--- src/rtl/multicycle_ctrl_if.sv ---
// Control bundle between the multicycle MIPS controller and its datapath.
//   Datapath -> controller : opcode (IR[31:26]), zero (ALU flag), mem_ready
//   Controller -> datapath : register enables, mux selects, memory strobes,
//                            illegal_op pulse, state code, retired count
// slave  : controller view (drives the control signals)
// master : datapath/memory view (drives opcode/zero/mem_ready)
interface multicycle_ctrl_if;
    logic [5:0]  opcode;
    logic        zero;
    logic        mem_ready;

    logic        pc_en;
    logic        ir_write;
    logic        mdr_write;
    logic        a_write;
    logic        b_write;
    logic        aluout_write;
    logic        reg_write;
    logic        mem_read;
    logic        mem_write;
    logic        iord;
    logic        mem_to_reg;
    logic        reg_dst;
    logic        alu_src_a;
    logic [1:0]  alu_src_b;
    logic [1:0]  alu_op;
    logic [1:0]  pc_source;
    logic        illegal_op;
    logic [3:0]  state;
    logic [31:0] retired;

    modport slave (
        input  opcode, zero, mem_ready,
        output pc_en, ir_write, mdr_write, a_write, b_write, aluout_write,
               reg_write, mem_read, mem_write, iord, mem_to_reg, reg_dst,
               alu_src_a, alu_src_b, alu_op, pc_source, illegal_op,
               state, retired
    );

    modport master (
        output opcode, zero, mem_ready,
        input  pc_en, ir_write, mdr_write, a_write, b_write, aluout_write,
               reg_write, mem_read, mem_write, iord, mem_to_reg, reg_dst,
               alu_src_a, alu_src_b, alu_op, pc_source, illegal_op,
               state, retired
    );
endinterface

--- src/rtl/multicycle_ctrl.sv ---
// Control FSM for the multicycle MIPS datapath (PC, IR, MDR, A, B, ALUOut,
// register file). Generates all write enables, mux selects and memory
// strobes, stalls on mem_ready, and counts retired instructions.
// Ports:
//   clk   : clock, rising edge
//   reset : asynchronous, active-high; forces IDLE and clears the count
//   bus   : multicycle_ctrl_if.slave control bundle
// Outputs are combinational from the state register (plus mem_ready/zero/
// opcode qualifiers), so an async reset drops every strobe immediately.
module multicycle_ctrl #(
    parameter logic [5:0] OP_RTYPE = 6'h00,
    parameter logic [5:0] OP_LW    = 6'h23,
    parameter logic [5:0] OP_SW    = 6'h2B,
    parameter logic [5:0] OP_BEQ   = 6'h04,
    parameter logic [5:0] OP_J     = 6'h02,
    parameter logic [5:0] OP_ADDI  = 6'h08
) (
    input  logic                  clk,
    input  logic                  reset,
    multicycle_ctrl_if.slave      bus
);

    typedef enum logic [3:0] {
        S_IDLE      = 4'd0,
        S_FETCH     = 4'd1,
        S_DECODE    = 4'd2,
        S_MEM_ADDR  = 4'd3,
        S_MEM_READ  = 4'd4,
        S_MEM_WB    = 4'd5,
        S_MEM_WRITE = 4'd6,
        S_EXECUTE   = 4'd7,
        S_R_WB      = 4'd8,
        S_BRANCH    = 4'd9,
        S_JUMP      = 4'd10,
        S_ADDI_EX   = 4'd11,
        S_ADDI_WB   = 4'd12
    } state_t;

    state_t      state_q, state_d;
    logic [31:0] retired_q, retired_d;
    logic        retire;

    always_ff @(posedge clk or posedge reset) begin
        if (reset) begin
            state_q   <= S_IDLE;
            retired_q <= '0;
        end else begin
            state_q   <= state_d;
            retired_q <= retired_d;
        end
    end

    // Wraps naturally at 32 bits.
    assign retired_d   = retire ? retired_q + 32'd1 : retired_q;
    assign bus.state   = state_q;
    assign bus.retired = retired_q;

    always_comb begin
        state_d          = state_q;
        retire           = 1'b0;
        bus.pc_en        = 1'b0;
        bus.ir_write     = 1'b0;
        bus.mdr_write    = 1'b0;
        bus.a_write      = 1'b0;
        bus.b_write      = 1'b0;
        bus.aluout_write = 1'b0;
        bus.reg_write    = 1'b0;
        bus.mem_read     = 1'b0;
        bus.mem_write    = 1'b0;
        bus.iord         = 1'b0;
        bus.mem_to_reg   = 1'b0;
        bus.reg_dst      = 1'b0;
        bus.alu_src_a    = 1'b0;
        bus.alu_src_b    = 2'd0;
        bus.alu_op       = 2'd0;
        bus.pc_source    = 2'd0;
        bus.illegal_op   = 1'b0;

        unique case (state_q)
            S_IDLE: state_d = S_FETCH;

            // PC+4 is computed alongside the fetch; PC and IR load together
            // only in the cycle memory actually returns the word.
            S_FETCH: begin
                bus.mem_read  = 1'b1;
                bus.alu_src_b = 2'd1;
                bus.ir_write  = bus.mem_ready;
                bus.pc_en     = bus.mem_ready;
                if (bus.mem_ready) state_d = S_DECODE;
            end

            // Speculative branch target into ALUOut while operands load.
            S_DECODE: begin
                bus.a_write      = 1'b1;
                bus.b_write      = 1'b1;
                bus.aluout_write = 1'b1;
                bus.alu_src_b    = 2'd3;
                if (bus.opcode == OP_LW || bus.opcode == OP_SW) state_d = S_MEM_ADDR;
                else if (bus.opcode == OP_RTYPE)                state_d = S_EXECUTE;
                else if (bus.opcode == OP_BEQ)                  state_d = S_BRANCH;
                else if (bus.opcode == OP_J)                    state_d = S_JUMP;
                else if (bus.opcode == OP_ADDI)                 state_d = S_ADDI_EX;
                else begin
                    bus.illegal_op = 1'b1;
                    state_d        = S_FETCH;
                end
            end

            S_MEM_ADDR: begin
                bus.alu_src_a    = 1'b1;
                bus.alu_src_b    = 2'd2;
                bus.aluout_write = 1'b1;
                state_d = (bus.opcode == OP_LW) ? S_MEM_READ : S_MEM_WRITE;
            end

            S_MEM_READ: begin
                bus.mem_read  = 1'b1;
                bus.iord      = 1'b1;
                bus.mdr_write = bus.mem_ready;
                if (bus.mem_ready) state_d = S_MEM_WB;
            end

            S_MEM_WB: begin
                bus.reg_write  = 1'b1;
                bus.mem_to_reg = 1'b1;
                retire         = 1'b1;
                state_d        = S_FETCH;
            end

            S_MEM_WRITE: begin
                bus.mem_write = 1'b1;
                bus.iord      = 1'b1;
                if (bus.mem_ready) begin
                    retire  = 1'b1;
                    state_d = S_FETCH;
                end
            end

            S_EXECUTE: begin
                bus.alu_src_a    = 1'b1;
                bus.alu_op       = 2'd2;
                bus.aluout_write = 1'b1;
                state_d          = S_R_WB;
            end

            S_R_WB: begin
                bus.reg_write = 1'b1;
                bus.reg_dst   = 1'b1;
                retire        = 1'b1;
                state_d       = S_FETCH;
            end

            // Compare A-B; PC takes the target held in ALUOut only if equal.
            S_BRANCH: begin
                bus.alu_src_a = 1'b1;
                bus.alu_op    = 2'd1;
                bus.pc_source = 2'd1;
                bus.pc_en     = bus.zero;
                retire        = 1'b1;
                state_d       = S_FETCH;
            end

            S_JUMP: begin
                bus.pc_source = 2'd2;
                bus.pc_en     = 1'b1;
                retire        = 1'b1;
                state_d       = S_FETCH;
            end

            S_ADDI_EX: begin
                bus.alu_src_a    = 1'b1;
                bus.alu_src_b    = 2'd2;
                bus.aluout_write = 1'b1;
                state_d          = S_ADDI_WB;
            end

            S_ADDI_WB: begin
                bus.reg_write = 1'b1;
                retire        = 1'b1;
                state_d       = S_FETCH;
            end

            // Unused codes 13-15 recover through FETCH.
            default: state_d = S_FETCH;
        endcase
    end

endmodule
--- src/flat_wrapper.sv ---
// flat-port wrapper written by rule: the top's interface ports become plain ports
module multicycle_ctrl_flat 
#(
    parameter logic [5:0] OP_RTYPE = 6'h00,
    parameter logic [5:0] OP_LW    = 6'h23,
    parameter logic [5:0] OP_SW    = 6'h2B,
    parameter logic [5:0] OP_BEQ   = 6'h04,
    parameter logic [5:0] OP_J     = 6'h02,
    parameter logic [5:0] OP_ADDI  = 6'h08
)
  (clk, reset, bus_opcode, bus_zero, bus_mem_ready, bus_pc_en, bus_ir_write, bus_mdr_write, bus_a_write, bus_b_write, bus_aluout_write, bus_reg_write, bus_mem_read, bus_mem_write, bus_iord, bus_mem_to_reg, bus_reg_dst, bus_alu_src_a, bus_alu_src_b, bus_alu_op, bus_pc_source, bus_illegal_op, bus_state, bus_retired);
  multicycle_ctrl_if bus_i ();
  input  logic clk;
  input  logic reset;
  input wire logic [$bits(bus_i.opcode)-1:0] bus_opcode;
  input wire logic [$bits(bus_i.zero)-1:0] bus_zero;
  input wire logic [$bits(bus_i.mem_ready)-1:0] bus_mem_ready;
  output wire logic [$bits(bus_i.pc_en)-1:0] bus_pc_en;
  output wire logic [$bits(bus_i.ir_write)-1:0] bus_ir_write;
  output wire logic [$bits(bus_i.mdr_write)-1:0] bus_mdr_write;
  output wire logic [$bits(bus_i.a_write)-1:0] bus_a_write;
  output wire logic [$bits(bus_i.b_write)-1:0] bus_b_write;
  output wire logic [$bits(bus_i.aluout_write)-1:0] bus_aluout_write;
  output wire logic [$bits(bus_i.reg_write)-1:0] bus_reg_write;
  output wire logic [$bits(bus_i.mem_read)-1:0] bus_mem_read;
  output wire logic [$bits(bus_i.mem_write)-1:0] bus_mem_write;
  output wire logic [$bits(bus_i.iord)-1:0] bus_iord;
  output wire logic [$bits(bus_i.mem_to_reg)-1:0] bus_mem_to_reg;
  output wire logic [$bits(bus_i.reg_dst)-1:0] bus_reg_dst;
  output wire logic [$bits(bus_i.alu_src_a)-1:0] bus_alu_src_a;
  output wire logic [$bits(bus_i.alu_src_b)-1:0] bus_alu_src_b;
  output wire logic [$bits(bus_i.alu_op)-1:0] bus_alu_op;
  output wire logic [$bits(bus_i.pc_source)-1:0] bus_pc_source;
  output wire logic [$bits(bus_i.illegal_op)-1:0] bus_illegal_op;
  output wire logic [$bits(bus_i.state)-1:0] bus_state;
  output wire logic [$bits(bus_i.retired)-1:0] bus_retired;
  assign bus_i.opcode = bus_opcode;
  assign bus_i.zero = bus_zero;
  assign bus_i.mem_ready = bus_mem_ready;
  assign bus_pc_en = bus_i.pc_en;
  assign bus_ir_write = bus_i.ir_write;
  assign bus_mdr_write = bus_i.mdr_write;
  assign bus_a_write = bus_i.a_write;
  assign bus_b_write = bus_i.b_write;
  assign bus_aluout_write = bus_i.aluout_write;
  assign bus_reg_write = bus_i.reg_write;
  assign bus_mem_read = bus_i.mem_read;
  assign bus_mem_write = bus_i.mem_write;
  assign bus_iord = bus_i.iord;
  assign bus_mem_to_reg = bus_i.mem_to_reg;
  assign bus_reg_dst = bus_i.reg_dst;
  assign bus_alu_src_a = bus_i.alu_src_a;
  assign bus_alu_src_b = bus_i.alu_src_b;
  assign bus_alu_op = bus_i.alu_op;
  assign bus_pc_source = bus_i.pc_source;
  assign bus_illegal_op = bus_i.illegal_op;
  assign bus_state = bus_i.state;
  assign bus_retired = bus_i.retired;
  multicycle_ctrl #(.OP_RTYPE(OP_RTYPE), .OP_LW(OP_LW), .OP_SW(OP_SW), .OP_BEQ(OP_BEQ), .OP_J(OP_J), .OP_ADDI(OP_ADDI)) u_core (.clk(clk), .reset(reset), .bus(bus_i));
endmodule
--- config.mk ---
export PLATFORM = sky130hd
export DESIGN_NAME = multicycle_ctrl_flat
export DESIGN_NICKNAME = d
export VERILOG_FILES = /design/src/rtl/multicycle_ctrl_if.sv /design/src/rtl/multicycle_ctrl.sv /design/src/flat_wrapper.sv
export SDC_FILE = /design/constraint.sdc
export NUM_CORES = 1
export LEC_CHECK = 0
export ABC_AREA = 1
export CORE_MARGIN = 1
export CORE_UTILIZATION = 35
export CTS_CLUSTER_SIZE = 30
export DETAILED_ROUTE_END_ITERATION = 7
export PLACE_DENSITY_LB_ADDON = 0.3
export SLEW_MARGIN = 20
export SYNTH_ARGS = -nofsm -noshare
export SYNTH_HDL_FRONTEND = slang
export SYNTH_SLANG_ARGS = --single-unit
--- constraint.sdc ---
create_clock -name clk -period 1.8 [get_ports clk]
set_input_delay 0.45 -clock clk [delete_from_list [all_inputs] [get_ports clk]]
set_output_delay 0.45 -clock clk [all_outputs]
set_load 0.03 [all_outputs]
-- Yosys cells after proc, flatten, opt, wreduce, memory -nomap -nowiden
Index checks and enable logic that the tools add are counted.
- register bits: 36
- word-level logic and storage cells: 66
- equality and inequality tests: 20
- $add $sub $neg: 1
- reductions and logical operators: 10
- muxes and demuxes: 33
- operators with widths (kind ; number):
    32-bit by 1-bit adder with 32-bit output (second input constant) ; 1
    4-bit two-way mux ; 8
    4-bit one-hot mux with 7 select lines ; 1
    4-bit equality test (second input constant) ; 5
    1-bit two-way mux ; 18
    4-bit by 3-bit equality test with 1-bit output (second input constant) ; 4
    6-bit equality test (second input constant) ; 2
    4-bit by 2-bit equality test with 1-bit output (second input constant) ; 2
    2-bit one-hot mux with 2 select lines ; 2
    4-bit OR reduction ; 2
    6-bit by 2-bit equality test with 1-bit output (second input constant) ; 1
    6-bit by 3-bit equality test with 1-bit output (second input constant) ; 1
    6-bit by 4-bit equality test with 1-bit output (second input constant) ; 1
    6-bit zero test ; 1
    2-bit inequality test (second input constant) ; 3
    2-bit one-hot mux with 3 select lines ; 1
    2-bit OR reduction ; 3
    5-bit OR reduction ; 1
    4-bit by 1-bit equality test with 1-bit output (second input constant) ; 1
    1-bit one-hot mux with 3 select lines ; 1
    3-bit AND reduction ; 1
    3-bit OR reduction ; 1
    2-bit two-way mux ; 1
    1-bit one-hot mux with 2 select lines ; 1
    1-bit logical OR ; 1

-- Longest topological paths before layout
Gate-level depths: netlist of run 1.
- depth in word-level cells: 7
- mapped depth: 11

-- Worst setup path after synthesis of run 1
No wires, ideal clock.
- path kind: register -> output
- start point: reg u_core.state_q[0] (netlist: u_core.bus.state[0])
- end point: out bus_illegal_op
- path buffers: 0
- stages on the path, launching flop included: 5
- path slack: -0.437 ns
- arrival: 1.787 ns
- path through: dfrtp_1 -> inv_1 -> nand2_1 -> nor2_1 -> and3_1
- cells in the longest elaborated chain, start to end: 2
- ends and longest elaborated chain (item ; line ; text):
    from (decl) ; multicycle_ctrl.sv:39 ; state_t state_q, state_d;
    from (signal assigned) ; multicycle_ctrl.sv:48 ; state_q <= state_d;
    4-bit by 2-bit equality test with 1-bit output ; multicycle_ctrl.sv:79 ; unique case (state_q)
    1-bit two-way mux ; multicycle_ctrl.sv:79 ;
    to (decl) ; flat_wrapper.sv:34 ; output wire logic [$bits(bus_i.illegal_op)-1:0] bus_illegal_op;
No other way between the ends.

-- Worst setup path after layout of run 1
- start point: in bus_opcode[1]
- end point: out bus_illegal_op
- cells in the longest elaborated chain, start to end: 7
- elaborated cells on any way between the ends: 13
- those cells by class: eq/ne: 5; mux: 6; reduce/logical: 2
- ends and longest elaborated chain (item ; line ; text):
    from (decl) ; flat_wrapper.sv:15 ; input wire logic [$bits(bus_i.opcode)-1:0] bus_opcode;
    6-bit by 4-bit equality test with 1-bit output ; multicycle_ctrl.sv:102 ; else if (bus.opcode == OP_ADDI) state_d = S_ADDI_EX;
    1-bit two-way mux ; multicycle_ctrl.sv:102 ;
    1-bit two-way mux ; multicycle_ctrl.sv:101 ; else if (bus.opcode == OP_J) state_d = S_JUMP;
    1-bit two-way mux ; multicycle_ctrl.sv:100 ; else if (bus.opcode == OP_BEQ) state_d = S_BRANCH;
    1-bit two-way mux ; multicycle_ctrl.sv:99 ; else if (bus.opcode == OP_RTYPE) state_d = S_EXECUTE;
    1-bit two-way mux * ; multicycle_ctrl.sv:98 ; if (bus.opcode == OP_LW || bus.opcode == OP_SW) state_d = S_MEM_ADDR;
    1-bit two-way mux * ; multicycle_ctrl.sv:79 ;
Mark *: on every way between the ends. The rest lies on a longest branch, timed or not.

==> results of run 1 <==
## repair_timing
item / CTS / global route
pin swaps: 12 / 6
resized for setup: 92 / 29
endpoints found under the setup margin: 55 / 31
cloned: 0 / 3
buffers inserted: 5 / 4
hold buffers: 0 / 0
## metal layers
metal | GRT usage | vias up
met5 | 0 | -
met4 | 0.0660 | 0
met3 | 0.0481 | 17
met2 | 0.340 | 95
met1 | 0.233 | 1282
li1 | - | 1493
## power by group through the flow
stage	Sequential, mW	Combinational (mW)	Clock, mW
floorplan	1.20	1.18	0
global placement	1.03	2.07	0
detailed placement	1.03	2.09	0
CTS	1.02	2.27	0.603
global route	1.04	2.81	0.647
finish	1.02	2.63	0.593
## state kept, by name, summed over array words and instances, names as in the netlist
| register | cells |
|---|---|
| u_core.bus.state | 4 |
| u_core.bus.retired | 32 |
## worst min-delay path: stages
cell and delay, ns:
clkdlybuf4s50_1 0.39, inv_1 0.07, buf_4 0.21
## cell type report
type | instances | area, sq um | area share
clock buffer | 8 | 90.1 | 0.0232
inverter | 47 | 181 | 0.0467
multi-input combinational | 326 | 1560 | 0.402
sequential | 36 | 906 | 0.233
tap | 96 | 120 | 0.0309
timing repair buffer | 107 | 1030 | 0.265
## cells by family after synthesis
family | synth area share
DFF | 0.348
adders and majority gates | 0.00483
and+or+nand+nor | 0.475
AOI/OAI and AO/OA | 0.0314
buffers and inverters | 0.0976
xor gates and xnor gates | 0.0435
## stage by stage
stage | area (sq um) | setup TNS (ns) | setup slack (ns) | hold WS (ns) | util
6_report | 3890 | -1.00 | -0.156 | 0.480 | 0.557
5_1_grt | 3890 | -2.37 | -0.213 | 0.491 | 0.557
4_1_cts | 3700 | -1.02 | -0.139 | 0.492 | 0.530
3_5_place_dp | 3510 | -1.13 | -0.587 | 0.531 | 0.503
3_3_place_gp | 3510 | -0.955 | -0.545 | 0.513 | 0.503
2_1_floorplan | 2630 | -0.0169 | -0.0169 | 0.617 | -
## final timing paths
check	start	to
worst max register to register	u_core.bus.state[2]	u_core.bus.retired[0]
max in group asynchronous	reset	u_core.bus.retired[16]
worst min-delay path	reset	u_core.bus.retired[3]
worst max-delay path	bus_opcode[1]	bus_illegal_op
worst min register to register	u_core.bus.retired[31]	u_core.bus.retired[31]
min in group clk	u_core.bus.retired[31]	u_core.bus.retired[31]
## cells in the final DEF (no fill, tap or decap), types with 2 or more instances in the layout
cell / netlist / layout
nand2_1: 182 / 172
nor2_1: 72 / 57
dlygate4sd2_1: 0 / 41
inv_1: 44 / 33
dfrtp_1: 36 / 32
buf_4: 3 / 31
buf_6: 3 / 27
nand3_1: 16 / 15
inv_2: 3 / 12
nand2_2: 3 / 12
nand3b_1: 11 / 11
nor2_2: 2 / 10
xor2_1: 10 / 10
nor2_4: 1 / 8
nand4_1: 8 / 8
o21ai_1: 6 / 6
clkbuf_8: 0 / 6
o21ai_0: 6 / 5
dfrtp_2: 0 / 4
clkbuf_16: 0 / 3
inv_4: 0 / 2
nand3_2: 1 / 2
clkbuf_1: 0 / 2
clkdlybuf4s50_1: 0 / 2
==> metrics.csv, run 1 <==
metric,value,unit
status,finished with violations,
violations,setup timing,
synth_common_cells,"182 x nand2_1, 72 x nor2_1, 44 x inv_1",
clkSlewWorstSetupHoldPaths,0.07,ns
gr-total-overflow,0,
synth.area.top_cells,"dfrtp_1 35%, nand2_1 26%, nor2_1 10%",
crit_slowest_cell,dlygate4sd2_1,
grt_max_degree,47,
crit_family,simple AND/OR/NAND/NOR gates,
end_kind,output pin,
syn_nets,428,
p_sw_frac,0.452,
die_w,88.0,um
powerDensity,1090,nW/um^2
diodes,0,
worstMarginPinSlew,0.376,ns
root_buffer,clkbuf_8,
crit_buf_inv,2,
finalPower,4.24,mW
seq_power_share,0.241,
synth_edf_count,0,
viasPerCell,4.66,
core,6980,sq um
ys_types,27,
routed-wl-met2,3610,um
cts_tree,built,
yosysMostFrequentCell,nand2_1,
regToRegSetupSlack,0.11,ns
fin_crit,1.96,ns
io_pins,66,
synthArstFlopShare,1.00,
rsz0062_at_grt,true,
fmax,511,MHz
fin_crit_sh,1.09,
nets,534,
drv_cap,0,
crit_top_cell,nor2_2,
dp_hpwl,5340,um
drtAntennaViolNets,0,
cts_buffer_depth,2,
yosys.area.top_type,dfrtp_1,
port_buffers,65,
fp.dieH,88.0,um
power.leakage,2.04,nW
drtIter0Drc,150,
antenna_found_initial,0,
p_comb_frac,0.620,
crit_fanout,4,
finalSetupViolCount,16,
initial_core_util,0.371,
worstSetupPathDepth,7,
num_vias,2887,
syn2layout_area_growth,50.1,%
synthCells,417,
irDropWorstVdd,1.12,mV
min_path_type,input port to asynchronous set/reset pin,
worstRegToRegCells,10,
dominantRegCellSynth,dfrtp_1,
cts_inserted_buffers,5,
worstPathRequired,1.35,ns
fillers,694,
max_stage_delay,0.28,ns
wl,7420,um
crit_chain,dlygate4sd2_1 > nor2_2 > nand2_1 > nor2_2 > nor2_1 > and3_1 > buf_6,
insertion_delay,0.29,ns
highest_layer,met4,
worst_slack,-0.156,ns
ys_ff_latch,36,
p_clk_frac,0.140,
synth.avg_cell_area,6.21,sq um
dr.pass1.iters,4,
layout.cells.non_filler,620,
remaining_drc_errors,0,
dr_wl_met3,449,um
wire_per_inst,12.0,um
p_sw,1.92,mW
synth_top_area_frac,0.348,
cts_htree_levels,2,
critPathLaunchType,input port,
grt_pass1_vias,2612,
cts.sinks,36,
critPathArrivalTime,1.51,ns
grt_usage,0.195,
slew_headroom,0.747,
maxSlewViolCount,0,
fin_skew,0.00279,ns
gp_congestion,0.907,
dp_cells,600,
path_class,input port to output pin,
yosysWarnings,0,
die_area,7750,sq um
final_layout_size_suffix_gt1_frac,0.237,
wl_met1,3210,um
synth-seq-area-share,0.348,
grt_pass1_wl,11800,um
p_int,2.32,mW
hold_viol_final,0,
syn-cell-area,2590,sq um
rows,30,
No activity file was read; power rests on OpenSTA's default activity.
==> run 2, diff against run 1 <==
- CTS_BUF_LIST: not set -> sky130_fd_sc_hd__clkbuf_4 sky130_fd_sc_hd__clkbuf_8
==> metrics.csv, run 2 (same netlist as run 1, synthesis figures left out) <==
metric,value,unit,change
final_cell_mix,"172 x nand2_1, 57 x nor2_1, 41 x dlygate4sd2_1",,
worst_slack,-0.156,ns,+0.00000300 ns
finalSetupViolCount,16,,unchanged
crit_chain,dlygate4sd2_1 > nor2_2 > nand2_1 > nor2_2 > nor2_1 > and3_1 > buf_6,,
clkSlewWorstSetupHoldPaths,0.07,ns,about the same
cts_buffer_depth,2,,unchanged
port_buffers,65,,unchanged
num_vias,2897,,+0.35%
powerDensity,1100,nW/um^2,+0.56%
grt_pass1_vias,2612,,unchanged
viasPerCell,4.67,,+0.35%
crit_slowest_cell,dlygate4sd2_1,,
worstPathRequired,1.35,ns,about the same
die_area,7750,sq um,unchanged
final_layout_size_suffix_gt1_frac,0.240,,+0.00382
end_kind,output pin,,
fin_crit_sh,1.09,,about the same
io_pins,66,,unchanged
gr-total-overflow,0,,unchanged
fin_crit,1.96,ns,-0.00000300 ns
fp.dieH,88.0,um,unchanged
final_common_cell,nand2_1,,
status,finished with violations,,
drv_cap,0,,unchanged
crit_top_cell,nor2_2,,
grt_max_degree,47,,unchanged
largest_reg_flops,32,,unchanged
gp_congestion,0.907,,unchanged
wl,7440,um,+0.23%
rsz0062_at_grt,true,,
remaining_drc_errors,0,,unchanged
max_stage_delay,0.28,ns,about the same
min_path_type,input port to asynchronous set/reset pin,,
path_class,input port to output pin,,
cts_htree_levels,2,,unchanged
initial_core_util,0.371,,unchanged
whs,0.481,ns,+0.000399 ns
hold_buffers,0,,unchanged
violations,setup timing,,
grt_pass1_wl,11800,um,unchanged
reg2reg_from,u_core.bus.state[2],,
r2r_end,u_core.bus.retired[0],,
cts_inserted_buffers,5,,unchanged
cts_tree,built,,
dp_hpwl,5340,um,unchanged
diodes,0,,unchanged
critPathLaunchType,input port,,
insertion_delay,0.29,ns,about the same
grt_usage,0.195,,unchanged
fmax,511,MHz,about the same
root_buffer,clkbuf_8,,
wire_per_inst,12.0,um,+0.23%
hold_viol_final,0,,unchanged
fin_skew,0.00285,ns,+0.0000610 ns
nets,534,,unchanged
maxSlewViolCount,0,,unchanged
rows,30,,unchanged
final_util,0.558,,+0.00107
cts.sinks,36,,unchanged
irDropWorstVdd,1.12,mV,about the same
syn2layout_area_growth,50.4,%,
drtIter0Drc,147,,-2.0%
die_w,88.0,um,unchanged
finalSetupTns,-1.00,ns,+0.00213 ns
finalPower,4.27,mW,+0.75%
worstMarginPinSlew,0.375,ns,-0.000564 ns
critPathArrivalTime,1.51,ns,about the same
power.leakage,2.04,nW,+0.34%
slew_headroom,0.747,,about the same
pre_cts_slack,-0.587,ns,unchanged
crit_fanout,4,,unchanged
drtAntennaViolNets,0,,unchanged
worstRegToRegCells,10,,unchanged
core,6980,sq um,unchanged
dr.pass1.iters,4,,unchanged
antenna_found_initial,0,,unchanged
regToRegSetupSlack,0.11,ns,about the same
-- run 2: cell type report --
type / instances / area, sq um
Inverter: 47 / 181
Sequential cell: 36 / 906
Clock buffer: 8 / 97.6
Timing Repair Buffer: 107 / 1030
Multi-Input combinational cell: 326 / 1560
Fill cell: 690 / 3090
Tap cell: 96 / 120
-- run 2: metrics by stage --
stage / cells / cell area, sq um
floorplan: 417 / 2630
global placement: 600 / 3510
detailed placement: 600 / 3510
CTS: 613 / 3710
global route: 620 / 3890
finish: 620 / 3890
-- run 2: report_power, final --
group / total [mW] / leakage [nW] / switching [mW] / internal (mW)
combinational: 2.63 / 1.50 / 1.52 / 1.10
clock: 0.623 / 0.0523 / 0.281 / 0.342
sequential: 1.02 / 0.487 / 0.115 / 0.905
-- run 2: worst max-delay path by stage --
stage,from,endpoint,slack (ns)
after floorplan,u_core.bus.state[0],bus_illegal_op,-0.02
after global placement,bus_mem_ready,bus_pc_en,-0.54
after detailed placement,bus_mem_ready,bus_pc_en,-0.59
after CTS,u_core.bus.state[2],bus_illegal_op,-0.14
after global routing,u_core.bus.state[2],bus_illegal_op,-0.21
final,bus_opcode[1],bus_illegal_op,-0.16
-- run 2: routing by layer --
| metal | wire length [um] | vias to the layer above | track usage |
|---|---|---|---|
| li1 | - | 1492 | - |
| met1 | 3220 | 1290 | 0.233 |
| met2 | 3610 | 95 | 0.340 |
| met3 | 444 | 20 | 0.0481 |
| met4 | 165 | 0 | 0.0660 |
| met5 | 0 | - | 0 |
-- run 2: critical path, delay by kind of cell --
family / cells / cell delay [ns]
simple gates: 5 / 0.65
buf+inv: 2 / 0.42
-- run 2: what timing repair did --
item	in CTS	in global routing
cloned	0	3
pin swaps	12	6
setup endpoints to repair	55	31
gates resized for setup	92	29
setup buffers	5	4
==> run 3, diff against run 2 <==
- CTS_CLUSTER_DIAMETER: not set -> 150
==> results of run 3 <==
Final layout, timing and power as in run 2 (identical DEF).
